===== src/rtl/pll_clken_seq.sv =====
// pll_clken_seq
// Clock-enable and reset sequencer for the five-output PLL wrapper. It runs
// on the PLL reference clock and waits for a synchronised, stable lock. It
// then raises the per-output clock enables one at a time and, after a hold
// period, releases the downstream domain reset and raises ready. It also
// performs an orderly reverse-order shutdown on request and keeps a
// saturating count of lock losses.
//
// Ports
//   clkin        in   1        PLL reference clock, the only clock
//   reset        in   1        asynchronous active-high reset
//   pll_lock     in   1        PLL LOCK, asynchronous (2-flop synchronised)
//   shutdown_req in   1        level request for orderly clock shutdown
//   enclk        out  NUM_CLK  per-output clock enables, bit k -> enclk k
//   rst_out      out  1        active-high reset for downstream domains
//   ready        out  1        all clocks enabled and reset released
//   lock_drops   out  8        saturating count of lock losses after lock
//
// state      | meaning
// -----------+-------------------------------------------------------------
// WAIT_LOCK  | all enables low, waiting for lock_s with no shutdown request
// SETTLE     | lock seen, counting LOCK_WAIT cycles of stable lock
// ENABLE     | raising one enable every STAGGER cycles, lowest bit first
// HOLD       | all enables high, holding rst_out for RST_HOLD cycles
// RUN        | steady state, rst_out low, ready high
// SHUTDOWN   | rst_out high, clearing enables highest first every STAGGER
// OFF        | everything off until shutdown_req drops

module pll_clken_seq #(
   parameter int NUM_CLK   = 5,
   parameter int LOCK_WAIT = 1024,
   parameter int STAGGER   = 16,
   parameter int RST_HOLD  = 64
) (
   input  logic               clkin,
   input  logic               reset,
   input  logic               pll_lock,
   input  logic               shutdown_req,
   output logic [NUM_CLK-1:0] enclk,
   output logic               rst_out,
   output logic               ready,
   output logic [7:0]         lock_drops
);

   localparam int MAX_A   = (LOCK_WAIT > STAGGER) ? LOCK_WAIT : STAGGER;
   localparam int MAX_CNT = (MAX_A > RST_HOLD) ? MAX_A : RST_HOLD;
   localparam int CW      = $clog2(MAX_CNT + 1);
   localparam int IW      = (NUM_CLK > 1) ? $clog2(NUM_CLK) : 1;

   localparam logic [CW-1:0]      C_LOCK = CW'(LOCK_WAIT - 1);
   localparam logic [CW-1:0]      C_STAG = CW'(STAGGER - 1);
   localparam logic [CW-1:0]      C_HOLD = CW'(RST_HOLD - 1);
   localparam logic [IW-1:0]      I_LAST = IW'(NUM_CLK - 1);
   localparam logic [NUM_CLK-1:0] EN_ONE = NUM_CLK'(1);

   typedef enum logic [2:0] {
      S_WAIT_LOCK,
      S_SETTLE,
      S_ENABLE,
      S_HOLD,
      S_RUN,
      S_SHUTDOWN,
      S_OFF
   } state_t;

   state_t             r_state;
   logic               r_sync1;
   logic               r_sync2;
   logic [CW-1:0]      r_cnt;
   logic [IW-1:0]      r_idx;
   logic [NUM_CLK-1:0] r_enclk;
   logic               r_rst_out;
   logic               r_ready;
   logic [7:0]         r_drops;

   logic w_lock_s;

   assign w_lock_s = r_sync2;

   always_ff @(posedge clkin or posedge reset) begin
      if (reset) begin
         r_sync1 <= 1'b0;
         r_sync2 <= 1'b0;
      end else begin
         r_sync1 <= pll_lock;
         r_sync2 <= r_sync1;
      end
   end

   always_ff @(posedge clkin or posedge reset) begin
      if (reset) begin
         r_state   <= S_WAIT_LOCK;
         r_cnt     <= '0;
         r_idx     <= '0;
         r_enclk   <= '0;
         r_rst_out <= 1'b1;
         r_ready   <= 1'b0;
         r_drops   <= '0;
      end else begin
         case (r_state)
            S_WAIT_LOCK: begin
               r_enclk   <= '0;
               r_rst_out <= 1'b1;
               r_ready   <= 1'b0;
               if (shutdown_req) begin
                  r_state <= S_OFF;
               end else if (w_lock_s) begin
                  r_state <= S_SETTLE;
                  r_cnt   <= '0;
               end
            end

            S_SETTLE, S_ENABLE, S_HOLD, S_RUN: begin
               // Lock loss outranks a simultaneous shutdown request.
               if (!w_lock_s) begin
                  r_state   <= S_WAIT_LOCK;
                  r_cnt     <= '0;
                  r_enclk   <= '0;
                  r_rst_out <= 1'b1;
                  r_ready   <= 1'b0;
                  // A drop while still settling is treated as an unstable
                  // lock, not a loss of an established one.
                  if (r_state != S_SETTLE && r_drops != 8'hFF)
                     r_drops <= r_drops + 8'd1;
               end else if (shutdown_req) begin
                  r_state   <= S_SHUTDOWN;
                  r_cnt     <= '0;
                  r_rst_out <= 1'b1;
                  r_ready   <= 1'b0;
               end else begin
                  case (r_state)
                     S_SETTLE: begin
                        if (r_cnt == C_LOCK) begin
                           r_enclk[0] <= 1'b1;
                           r_idx      <= IW'(1);
                           r_cnt      <= '0;
                           r_state    <= (NUM_CLK == 1) ? S_HOLD : S_ENABLE;
                        end else begin
                           r_cnt <= r_cnt + CW'(1);
                        end
                     end
                     S_ENABLE: begin
                        if (r_cnt == C_STAG) begin
                           r_enclk[r_idx] <= 1'b1;
                           r_idx          <= r_idx + IW'(1);
                           r_cnt          <= '0;
                           if (r_idx == I_LAST)
                              r_state <= S_HOLD;
                        end else begin
                           r_cnt <= r_cnt + CW'(1);
                        end
                     end
                     S_HOLD: begin
                        if (r_cnt == C_HOLD) begin
                           r_rst_out <= 1'b0;
                           r_ready   <= 1'b1;
                           r_cnt     <= '0;
                           r_state   <= S_RUN;
                        end else begin
                           r_cnt <= r_cnt + CW'(1);
                        end
                     end
                     default: begin
                     end
                  endcase
               end
            end

            S_SHUTDOWN: begin
               if (!w_lock_s) begin
                  r_enclk <= '0;
                  r_state <= S_OFF;
               end else if (r_enclk == '0) begin
                  r_state <= S_OFF;
               end else if (r_cnt == C_STAG) begin
                  // Enables are always a contiguous run from bit 0, so a
                  // right shift clears the highest set bit.
                  r_enclk <= r_enclk >> 1;
                  r_cnt   <= '0;
                  if (r_enclk == EN_ONE)
                     r_state <= S_OFF;
               end else begin
                  r_cnt <= r_cnt + CW'(1);
               end
            end

            S_OFF: begin
               r_enclk   <= '0;
               r_rst_out <= 1'b1;
               r_ready   <= 1'b0;
               if (!shutdown_req)
                  r_state <= S_WAIT_LOCK;
            end

            default: begin
               r_state <= S_WAIT_LOCK;
            end
         endcase
      end
   end

   assign enclk      = r_enclk;
   assign rst_out    = r_rst_out;
   assign ready      = r_ready;
   assign lock_drops = r_drops;

endmodule


===== config.mk =====
export PLATFORM = sky130hd
export DESIGN_NAME = pll_clken_seq
export DESIGN_NICKNAME = d
export VERILOG_FILES = /design/src/rtl/pll_clken_seq.sv
export SDC_FILE = /design/constraint.sdc
export NUM_CORES = 1
export LEC_CHECK = 0
export ABC_AREA = 1
export CORE_MARGIN = 5
export CORE_UTILIZATION = 25
export DETAILED_ROUTE_END_ITERATION = 10
export MAX_ROUTING_LAYER = met4
export SLEW_MARGIN = 15
export SYNTH_ARGS = -nofsm -noshare
export SYNTH_HDL_FRONTEND = slang
export SYNTH_SLANG_ARGS = --single-unit

===== constraint.sdc =====
create_clock -name clkin -period 2 [get_ports clkin]
set_clock_uncertainty 0.2 [all_clocks]
set_input_delay 0.6 -clock clkin [delete_from_list [all_inputs] [get_ports clkin]]
set_output_delay 0.6 -clock clkin [all_outputs]
set_load 0.005 [all_outputs]

# ---- After elaboration in Yosys (flattened, before gate mapping)
# Index checks and enable logic that the tools add are counted.
dict set report op_classes {
  bitwise 3
  reduce_logical 17
  order_cmp 2
  n_mul 0
  muxes 51
  n_addsub 3
  n_eq_ne 38
  n_div 0
  n_shift 0
}
# op count
set ops {}
lappend ops {{$mux 11} 9}
lappend ops {{$pmux 11 s3} 2}
lappend ops {{$mux 3} 15}
lappend ops {{$mux 5} 6}
lappend ops {{$ne 4x4->1 const B} 7}
lappend ops {{$ne 5x5->1 const B} 4}
lappend ops {{$ne 3x3->1 const B} 6}
lappend ops {{$reduce_and 6->1} 3}
lappend ops {{$pmux 5 s3} 1}
lappend ops {{$ne 2x2->1 const B} 7}
lappend ops {{$eq 3x3->1 const B} 4}
lappend ops {{$pmux 3 s4} 1}
lappend ops {{$add 11x1->11 const B} 1}
lappend ops {{$eq 11x10->1 const B} 1}
lappend ops {{$eq 11x4->1 const B} 1}
lappend ops {{$eq 11x6->1 const B} 1}
lappend ops {{$mux 1} 10}
lappend ops {{$pmux 3 s3} 1}
lappend ops {{$reduce_and 9->1} 1}
lappend ops {{$add 8x1->8 const B} 1}
lappend ops {{$ne 8x8->1 const B} 1}
lappend ops {{$reduce_and 7->1} 1}
lappend ops {{$eq 3x2->1 const B} 2}
lappend ops {{$ne 6x6->1 const B} 1}
lappend ops {{other kinds (20)} 27}
dict set report totals {
  romBits 0
  mem_count 0
  input_bits 4
  wordCells 124
  regBits 34
  latch_bits 0
  ramBits 0
}

# ---- Logic depth before layout (Yosys ltp)
# Gate-level depths: netlist (run 1).
dict set report depth {
  word_depth 10
  mapped_depth 12
  mapped_depth_nobuf 12
}

# ---- Worst setup path before layout (run 1)
# No wires, ideal clock.
dict set report synth_timing {
  kind {reg2reg}
  from {register r_cnt[0]}
  to {register r_enclk[1] (netlist: enclk[1])}
  period_less_slack_ps 1720
  path_stages_with_launch 11
  arrival_time_ps 1397
  slack_ps 280
  path_cell_list {dfrtp_1 ha_1 nand3_2 nor2_1 nand2_1 o21ai_1 inv_1 nor2_4 nand2_4 nand2_1 o21ai_1}
}
dict set report synth_between {
  elab_chain_cells 3
  word_cells_on_any_way 4
  classes_between {eq/ne: 3; reduce/logical: 1}
}
# item line_no
set synth_lines {}
lappend synth_lines {{start, declared} 69} ;# logic [CW-1:0] r_cnt;
lappend synth_lines {{start signal, assigned} 139} ;# r_cnt <= r_cnt + CW'(1);
lappend synth_lines {{start signal, assigned} 150} ;# r_cnt <= r_cnt + CW'(1);
lappend synth_lines {{start signal, assigned} 160} ;# r_cnt <= r_cnt + CW'(1);
lappend synth_lines {{$eq 11x4->1 (*)} {143, 175}}
lappend synth_lines {{$ne 3x3->1 (no line)} -}
lappend synth_lines {{$reduce_and 6->1 (no line) (*)} -}
lappend synth_lines {{end signal, assigned} 178} ;# r_enclk <= r_enclk >> 1;
lappend synth_lines {{end, declared} 71} ;# logic [NUM_CLK-1:0] r_enclk;
# Mark *: on every way between the ends. The rest lies on a longest branch, timed or not.
# A chain may end at the register's enable or synchronous reset.

# ---- Final worst setup path (run 1)
dict set report layout_timing {
  from {register r_enclk[3] (netlist: enclk[3])}
  to {output port enclk[3]}
}
# item line_no
set layout_lines {}
lappend layout_lines {{end, declared} 39} ;# output logic [NUM_CLK-1:0] enclk,
# No word-level cell between the ends.

==> flow_metrics.env, run 1 <==
export IMPL_run_status="finished clean"
export IMPL_die_h_um=106.5
export IMPL_ir_worst_vdd_mv=0.6268
export IMPL_grt_pass1_vias=2155
export IMPL_worst_setup_path_type="reg2out"
export IMPL_layout_nets=388
export IMPL_worstReg2RegEnd="r_cnt[8]$_DFFE_PP0P_"
export IMPL_coreArea_um2=9153
export IMPL_synth_area_leaders="dfrtp_1 35%, nand2_1 15%, nand3_1 6.9%, inv_1 6.4%, nor2_1 4.7%"
export IMPL_holdPathStages=0
export IMPL_grt_max_degree=35
export IMPL_fin_crit_ps=1973
export IMPL_dr_first_iter_drc_count=129
export IMPL_finalPower_uw=3578
export IMPL_syn_avg_cell_area_um2=7.103
export IMPL_cp_data_required_time_ps=1200
export IMPL_dieArea_um2=11350
export IMPL_clockBufferDepth=2
export IMPL_reg2reg_slack_ps=110
export IMPL_io_pin_count=19
export IMPL_rows=35
export IMPL_critical_path_cell_chain="clkdlybuf4s50_1"
export IMPL_fillers=947
export IMPL_crit_arrival_ps=1170
export IMPL_max_cap_viol_count=0
export IMPL_io_buffers=18
export IMPL_insertion_delay_ps=290
export IMPL_setup_viol=0
export IMPL_min_to="r_sync2$_DFF_PP0_"
export IMPL_drt_met1_wl_um=2755
export IMPL_stdcell_count=492
export IMPL_ys_warnings_count=0
export IMPL_critPathBufInv=1
export IMPL_clk_pin_slew_ps=80
export IMPL_fin_crit_sh_pct=98.66
export IMPL_fmax_mhz=506.8
export IMPL_drcViolationCount=0
export IMPL_via_per_inst=4.646
export IMPL_htreeDepth=2
export IMPL_place_gp_congestion=0.9156
export IMPL_netlist_area_leader_share_pct=35.45
export IMPL_via_count=2286
export IMPL_cts_tree="yes"
export IMPL_wl_met3_um=239
export IMPL_top_layer_used="met4"
export IMPL_yosysTopAreaCell="dfrtp_1"
export IMPL_synth_seq_area_share_pct=36.57
export IMPL_synthesis_area_um2=2330
export IMPL_tightest_slew_ps=308.4
export IMPL_grt_remaining_overflow=0
export IMPL_hpwlAfterDp_um=4381
export IMPL_r2r_start="r_cnt[1]$_DFFE_PP0P_"
export IMPL_leakage_uw=0.001511
export IMPL_layout_area_seq_um2=857.1
export IMPL_synthCells=328
export IMPL_crit_fanout=3
export IMPL_dp_cells=471
export IMPL_endpoint_kind="primary output"
export IMPL_powerDensity_nw_per_um2=1174
export IMPL_slowest_stage="clkdlybuf4s50_1"
export IMPL_grt_pass1_wl_um=10090
export IMPL_drtPass1Iterations=4
export IMPL_ys_ff_latch=34
export IMPL_ant_nets=0
export IMPL_synth_cell_types=35
export IMPL_multi_input_area_um2=1330
export IMPL_ctsHoldBuffers=0
export IMPL_numCtsBuffers=5
export IMPL_fp_dieW_um=106.5
export IMPL_wl_per_cell_um=12.23
export IMPL_hold_viol_final=0
export IMPL_diodes=0
export IMPL_antenna_found_initial=0
export IMPL_clock_sinks=34
export IMPL_initial_core_util_pct=25.45
export IMPL_track_usage_pct=11.19
export IMPL_area_growth_pct=30.77
export IMPL_path_delay_family="buffers and inverters"
export IMPL_critPathLaunch="enclk[3]$_DFFE_PP0P_"
export IMPL_slew_headroom_pct=79.25
export IMPL_final_max_slew_viol_count=0
export IMPL_cts_root_buf="clkbuf_8"
export IMPL_synth_nets=336
export IMPL_hold_start="r_sync1$_DFF_PP0_"
export IMPL_wirelength_um=6015
export IMPL_cpPeakStageDelay_ps=510
export IMPL_drive_gt1_share_pct=22.83
export IMPL_startpoint_type="register"
export IMPL_met2_length_um=2948
export IMPL_rr_worst_depth=8
export IMPL_hold_path_class="reg2reg"
-- where the power goes --
| part | internal, µW | total (µW) | switching (µW) |
|---|---|---|---|
| clock network | 371 | 652 | 281 |
| registers | 833 | 993 | 160 |
| logic | 788 | 1930 | 1140 |
-- cell usage in the layout, fill, tap and decap left out, types with 4 or more instances in the layout --
master           count
a21oi_1              9
dfrtp_2              4
nand3_2              6
o21ai_1              9
xor2_1               8
nor3_1               5
dfrtp_1             29
inv_2                6
nand2_1             89
nand3_1             31
nor2_4               6
clkbuf_8             5
nor2_2               6
buf_4               27
o21ai_0             12
nand2_2              6
clkdlybuf4s50_1     11
o22ai_1              4
nor2_1              25
nand2_4              4
inv_1               38
dlymetal6s2s_1       6
-- synth_stat cells --
master and count:
o221ai_1 1, nor2_4 4, a31oi_1 2, o21ai_0 15
o22ai_1 4, nand2_2 4, nor4_1 2, o21ai_2 1
nand3_1 32, nor3_1 5, buf_6 2, nand2_4 3
dfrtp_1 33, nand4_1 3, nand2_1 92, o21a_1 1
xnor2_1 3, nor2_2 4, o22ai_2 1, xor2_1 8
a21boi_2 1, dfstp_2 1, inv_2 4, buf_2 1
nor3_2 2, clkinv_2 1, nand3_2 5, or2_1 1
nand3b_1 1, nor2_1 29, a21oi_1 10, clkinv_1 1
o21ai_1 7, ha_1 4, inv_1 40
-- registers in the layout (all words and copies together), names as in the netlist --
| signal | cells |
|---|---|
| r_sync2 | 1 |
| ready | 1 |
| rst_out | 1 |
| r_state | 3 |
| enclk | 5 |
| r_cnt | 11 |
| r_idx | 3 |
| r_sync1 | 1 |
| lock_drops | 8 |
-- layer usage --
layer	vias to the layer above	track usage (%)
met3	6	1.821
met5	-	-
li1	1161	-
met4	0	3.014
met2	49	18.51
met1	1070	14.25
-- stage by stage --
step	setup TNS, ps	utilization, %	area, µm²	worst slack [ps]	hold slack [ps]
after global routing	-21.63	33.29	3047	-12.03	171.0
after CTS	0	32.25	2952	1.626	157.5
after floorplan	0	-	2330	280.2	131.2
after global placement	-3810	30.17	2761	-266.6	132.9
after detailed placement	-4393	30.17	2761	-272.0	138.1
final	0	33.29	3047	26.83	154.6
-- cells by family after synthesis --
family / after synthesis / share of synthesized area, %
buf+inv: 49 / 8.646
flops: 34 / 36.57
xor+xnor: 11 / 4.136
fa+ha+maj: 4 / 2.148
compound gates: 43 / 10.58
simple gates: 187 / 37.92
-- worst max-delay path by stage --
stage	cells past startpoint	slack (ps)	end
CTS	1	2	lock_drops[0]
global placement	10	-270	r_cnt[7]$_DFFE_PP0P_
finish	1	30	enclk[3]
global route	12	-10	r_cnt[9]$_DFFE_PP0P_
floorplan	10	280	enclk[1]$_DFFE_PP0P_
detailed placement	10	-270	r_state[1]$_DFFE_PP0P_
-- what timing repair did --
item	CTS	global route
resized for setup	3	29
setup endpoints to repair	11	36
endpoints found under the hold margin	0	0
buffers inserted	10	2
pin swaps	0	5
cloned	0	1
-- layout make-up --
class                   count  share of cell area, %
clock buffers               5                  2.259
clock inverters             3                  1.478
inverters                  46                  5.708
multi-input cells         245                  43.66
flip-flops and latches     34                  28.13
well taps                 111                  4.559
repair buffers             48                  14.21
Note: power is estimated with default switching activity, not from simulation.
==> inputs of run 2 (changes only) <==
--- a/config.mk
+++ b/config.mk
@@ -10,7 +10,8 @@
 export CORE_UTILIZATION = 25
 export DETAILED_ROUTE_END_ITERATION = 10
 export MAX_ROUTING_LAYER = met4
-export SLEW_MARGIN = 15
+export SKIP_CTS_REPAIR_TIMING = 1
+export SLEW_MARGIN = 30
 export SYNTH_ARGS = -nofsm -noshare
 export SYNTH_HDL_FRONTEND = slang
 export SYNTH_SLANG_ARGS = --single-unit
==> constraint.sdc (replaced) <==
create_clock -name clkin -period 1.83 [get_ports clkin]
set_clock_uncertainty 0.2 [all_clocks]
set_input_delay 0.549 -clock clkin [delete_from_list [all_inputs] [get_ports clkin]]
set_output_delay 0.549 -clock clkin [all_outputs]
set_load 0.005 [all_outputs]
==> run 2 against run 1 <==
  * The run now ends with negative setup slack left
  * Die area is the same
  * Worst hold slack got worse by 3.3 ps
  * Register-to-register slack lost 110 ps
  * First-iteration DRC count down 44%
  * Wire length up 8.0%
  * Design area is 16% higher
  * Cell count increased by 5.7%
  * Clock power rose by 8.4%
  * Non-clock buffer count increased by 28
  * Largest power group unchanged
  * Combinational power grew 40%
  * Flip-flop and latch count unchanged
==> flow_metrics.env, run 2 (synthesis results as in run 1) <==
export IMPL_setup_viol=1
export IMPL_place_area_um2=2922
export IMPL_regMostFlops="r_cnt"
export IMPL_dr_first_iter_drc_count=72
export IMPL_drtPass1Iterations=4
export IMPL_place_ws_ps=-415.4
export IMPL_wl_per_cell_um=12.49
export IMPL_die_h_um=106.5
export IMPL_stdcell_count=520
export IMPL_place_gp_congestion=0.9526
export IMPL_track_usage_pct=11.17
export IMPL_crit_arrival_ps=1820
export IMPL_path_delay_family="simple AND/OR/NAND/NOR gates"
export IMPL_cp_data_required_time_ps=1820
export IMPL_via_per_inst=4.625
export IMPL_holdPathStages=0
export IMPL_dieArea_um2=11350
export IMPL_leakage_uw=0.001874
export IMPL_cts_tree="yes"
export IMPL_reg2reg_slack_ps=-4
export IMPL_hold_path_class="reg2reg"
export IMPL_numCtsBuffers=5
export IMPL_fp_dieW_um=106.5
export IMPL_hpwlAfterDp_um=4674
export IMPL_critical_path_cell_chain="ha_4, inv_1, nor2_2, nand3_2, nand3b_1, nand3_1, nand2_1, nand2_1, inv_1"
export IMPL_ant_nets=0
export IMPL_worstReg2RegEnd="r_cnt[9]$_DFFE_PP0P_"
export IMPL_max_cap_viol_count=0
export IMPL_io_pin_count=19
export IMPL_final_common_cell="nand2_1"
export IMPL_rows=35
export IMPL_critPathBufInv=2
export IMPL_io_buffers=18
export IMPL_dp_cells=494
export IMPL_largest_reg_flops=11
export IMPL_powerDensity_nw_per_um2=1273
export IMPL_startpoint_type="register"
export IMPL_slew_headroom_pct=79.28
export IMPL_clockBufferDepth=2
export IMPL_violations="negative setup slack"
export IMPL_worst_setup_path_type="reg2reg"
export IMPL_initial_core_util_pct=25.45
export IMPL_finalWorstSetupSlack_ps=-3.791
export IMPL_stdcell_area_um2=3527
export IMPL_multi_input_area_um2=1558
export IMPL_cts_root_buf="clkbuf_8"
export IMPL_tightest_slew_ps=307.9
export IMPL_rsz0062_at_grt="true"
export IMPL_tns_ps=-3.791
export IMPL_fin_crit_ps=1834
export IMPL_grt_remaining_overflow=0
export IMPL_htreeDepth=2
export IMPL_drcViolationCount=0
export IMPL_hold_viol_final=0
export IMPL_final_cell_mix="77 x nand2_1, 53 x buf_4, 34 x inv_1, 24 x dfrtp_1, 20 x nand3_1"
export IMPL_area_growth_pct=51.40
export IMPL_layout_area_seq_um2=863.3
export IMPL_antenna_found_initial=0
export IMPL_grt_pass1_wl_um=10250
export IMPL_wirelength_um=6497
export IMPL_rr_worst_depth=9
export IMPL_clock_sinks=34
export IMPL_hold_start="r_sync1$_DFF_PP0_"
export IMPL_layout_nets=416
export IMPL_fmax_mhz=545.3
export IMPL_grt_pass1_vias=2266
export IMPL_clk_pin_slew_ps=70
export IMPL_diodes=0
export IMPL_run_status="finished, violations left"
export IMPL_grt_max_degree=20
export IMPL_r2r_start="r_cnt[0]$_DFFE_PP0P_"
export IMPL_cpPeakStageDelay_ps=400
export IMPL_drive_gt1_share_pct=39.61
export IMPL_min_to="r_sync2$_DFF_PP0_"
export IMPL_ir_worst_vdd_mv=0.6773
export IMPL_endpoint_kind="register"
export IMPL_final_max_slew_viol_count=0
export IMPL_fillers=879
export IMPL_via_count=2405
export IMPL_crit_fanout=3
export IMPL_slowest_stage="dfrtp_1"
export IMPL_insertion_delay_ps=290
export IMPL_coreArea_um2=9153
export IMPL_fin_crit_sh_pct=100.2
## run 2: per-stage QoR
stage          hold WS, ps  total power, µW  util, %
4_1_cts              152.0             3956    33.16
3_5_place_dp         134.7             3227    31.92
2_1_floorplan        131.2             2373        -
3_3_place_gp         132.4             3207    31.92
6_report             151.3             4491    38.54
5_1_grt              163.1             4845    38.54
## run 2: power breakdown
group,switching [µW],leakage [µW],internal [µW]
sequential,155,0.000440,917
combinational,1510,0.00138,1200
clock,301,0.0000504,405
total,1970,0.00187,2520
## run 2: worst max path at each step
stage	startpoint	endpoint	slack [ps]	cells past startpoint
global route	r_cnt[0]$_DFFE_PP0P_	r_cnt[9]$_DFFE_PP0P_	-110	9
finish	r_cnt[0]$_DFFE_PP0P_	r_cnt[9]$_DFFE_PP0P_	-4	9
global placement	shutdown_req	r_state[1]$_DFFE_PP0P_	-410	10
detailed placement	shutdown_req	r_state[1]$_DFFE_PP0P_	-420	10
CTS	rst_out$_DFFE_PP1P_	rst_out	-240	1
floorplan	r_cnt[0]$_DFFE_PP0P_	enclk[1]$_DFFE_PP0P_	110	10
## run 2: per-layer routing
metal / part of all wire, % / up-vias / track usage [%]
met5: 0 / - / -
met4: 1.5 / 0 / 4.018
met3: 2.6 / 8 / 1.639
met2: 52 / 38 / 18.69
met1: 44 / 1138 / 13.75
li1: - / 1221 / -
## run 2: final cells by class
class | instances | area share (%)
clock buffer | 5 | 1.951
clock inverter | 3 | 1.277
inverter | 46 | 5.073
multi-input combinational | 245 | 44.16
sequential | 34 | 24.48
tap | 111 | 3.938
timing repair buffer | 76 | 19.12
==> inputs of run 3 (changes only) <==
--- a/config.mk
+++ b/config.mk
@@ -6,8 +6,10 @@
 export NUM_CORES = 1
 export LEC_CHECK = 0
 export ABC_AREA = 1
+export CAP_MARGIN = 20
 export CORE_MARGIN = 5
 export CORE_UTILIZATION = 25
+export CTS_CLUSTER_DIAMETER = 100
 export DETAILED_ROUTE_END_ITERATION = 10
 export MAX_ROUTING_LAYER = met4
 export SKIP_CTS_REPAIR_TIMING = 1
==> results of run 3 <==
Final layout, timing and power as in run 2 (identical DEF).
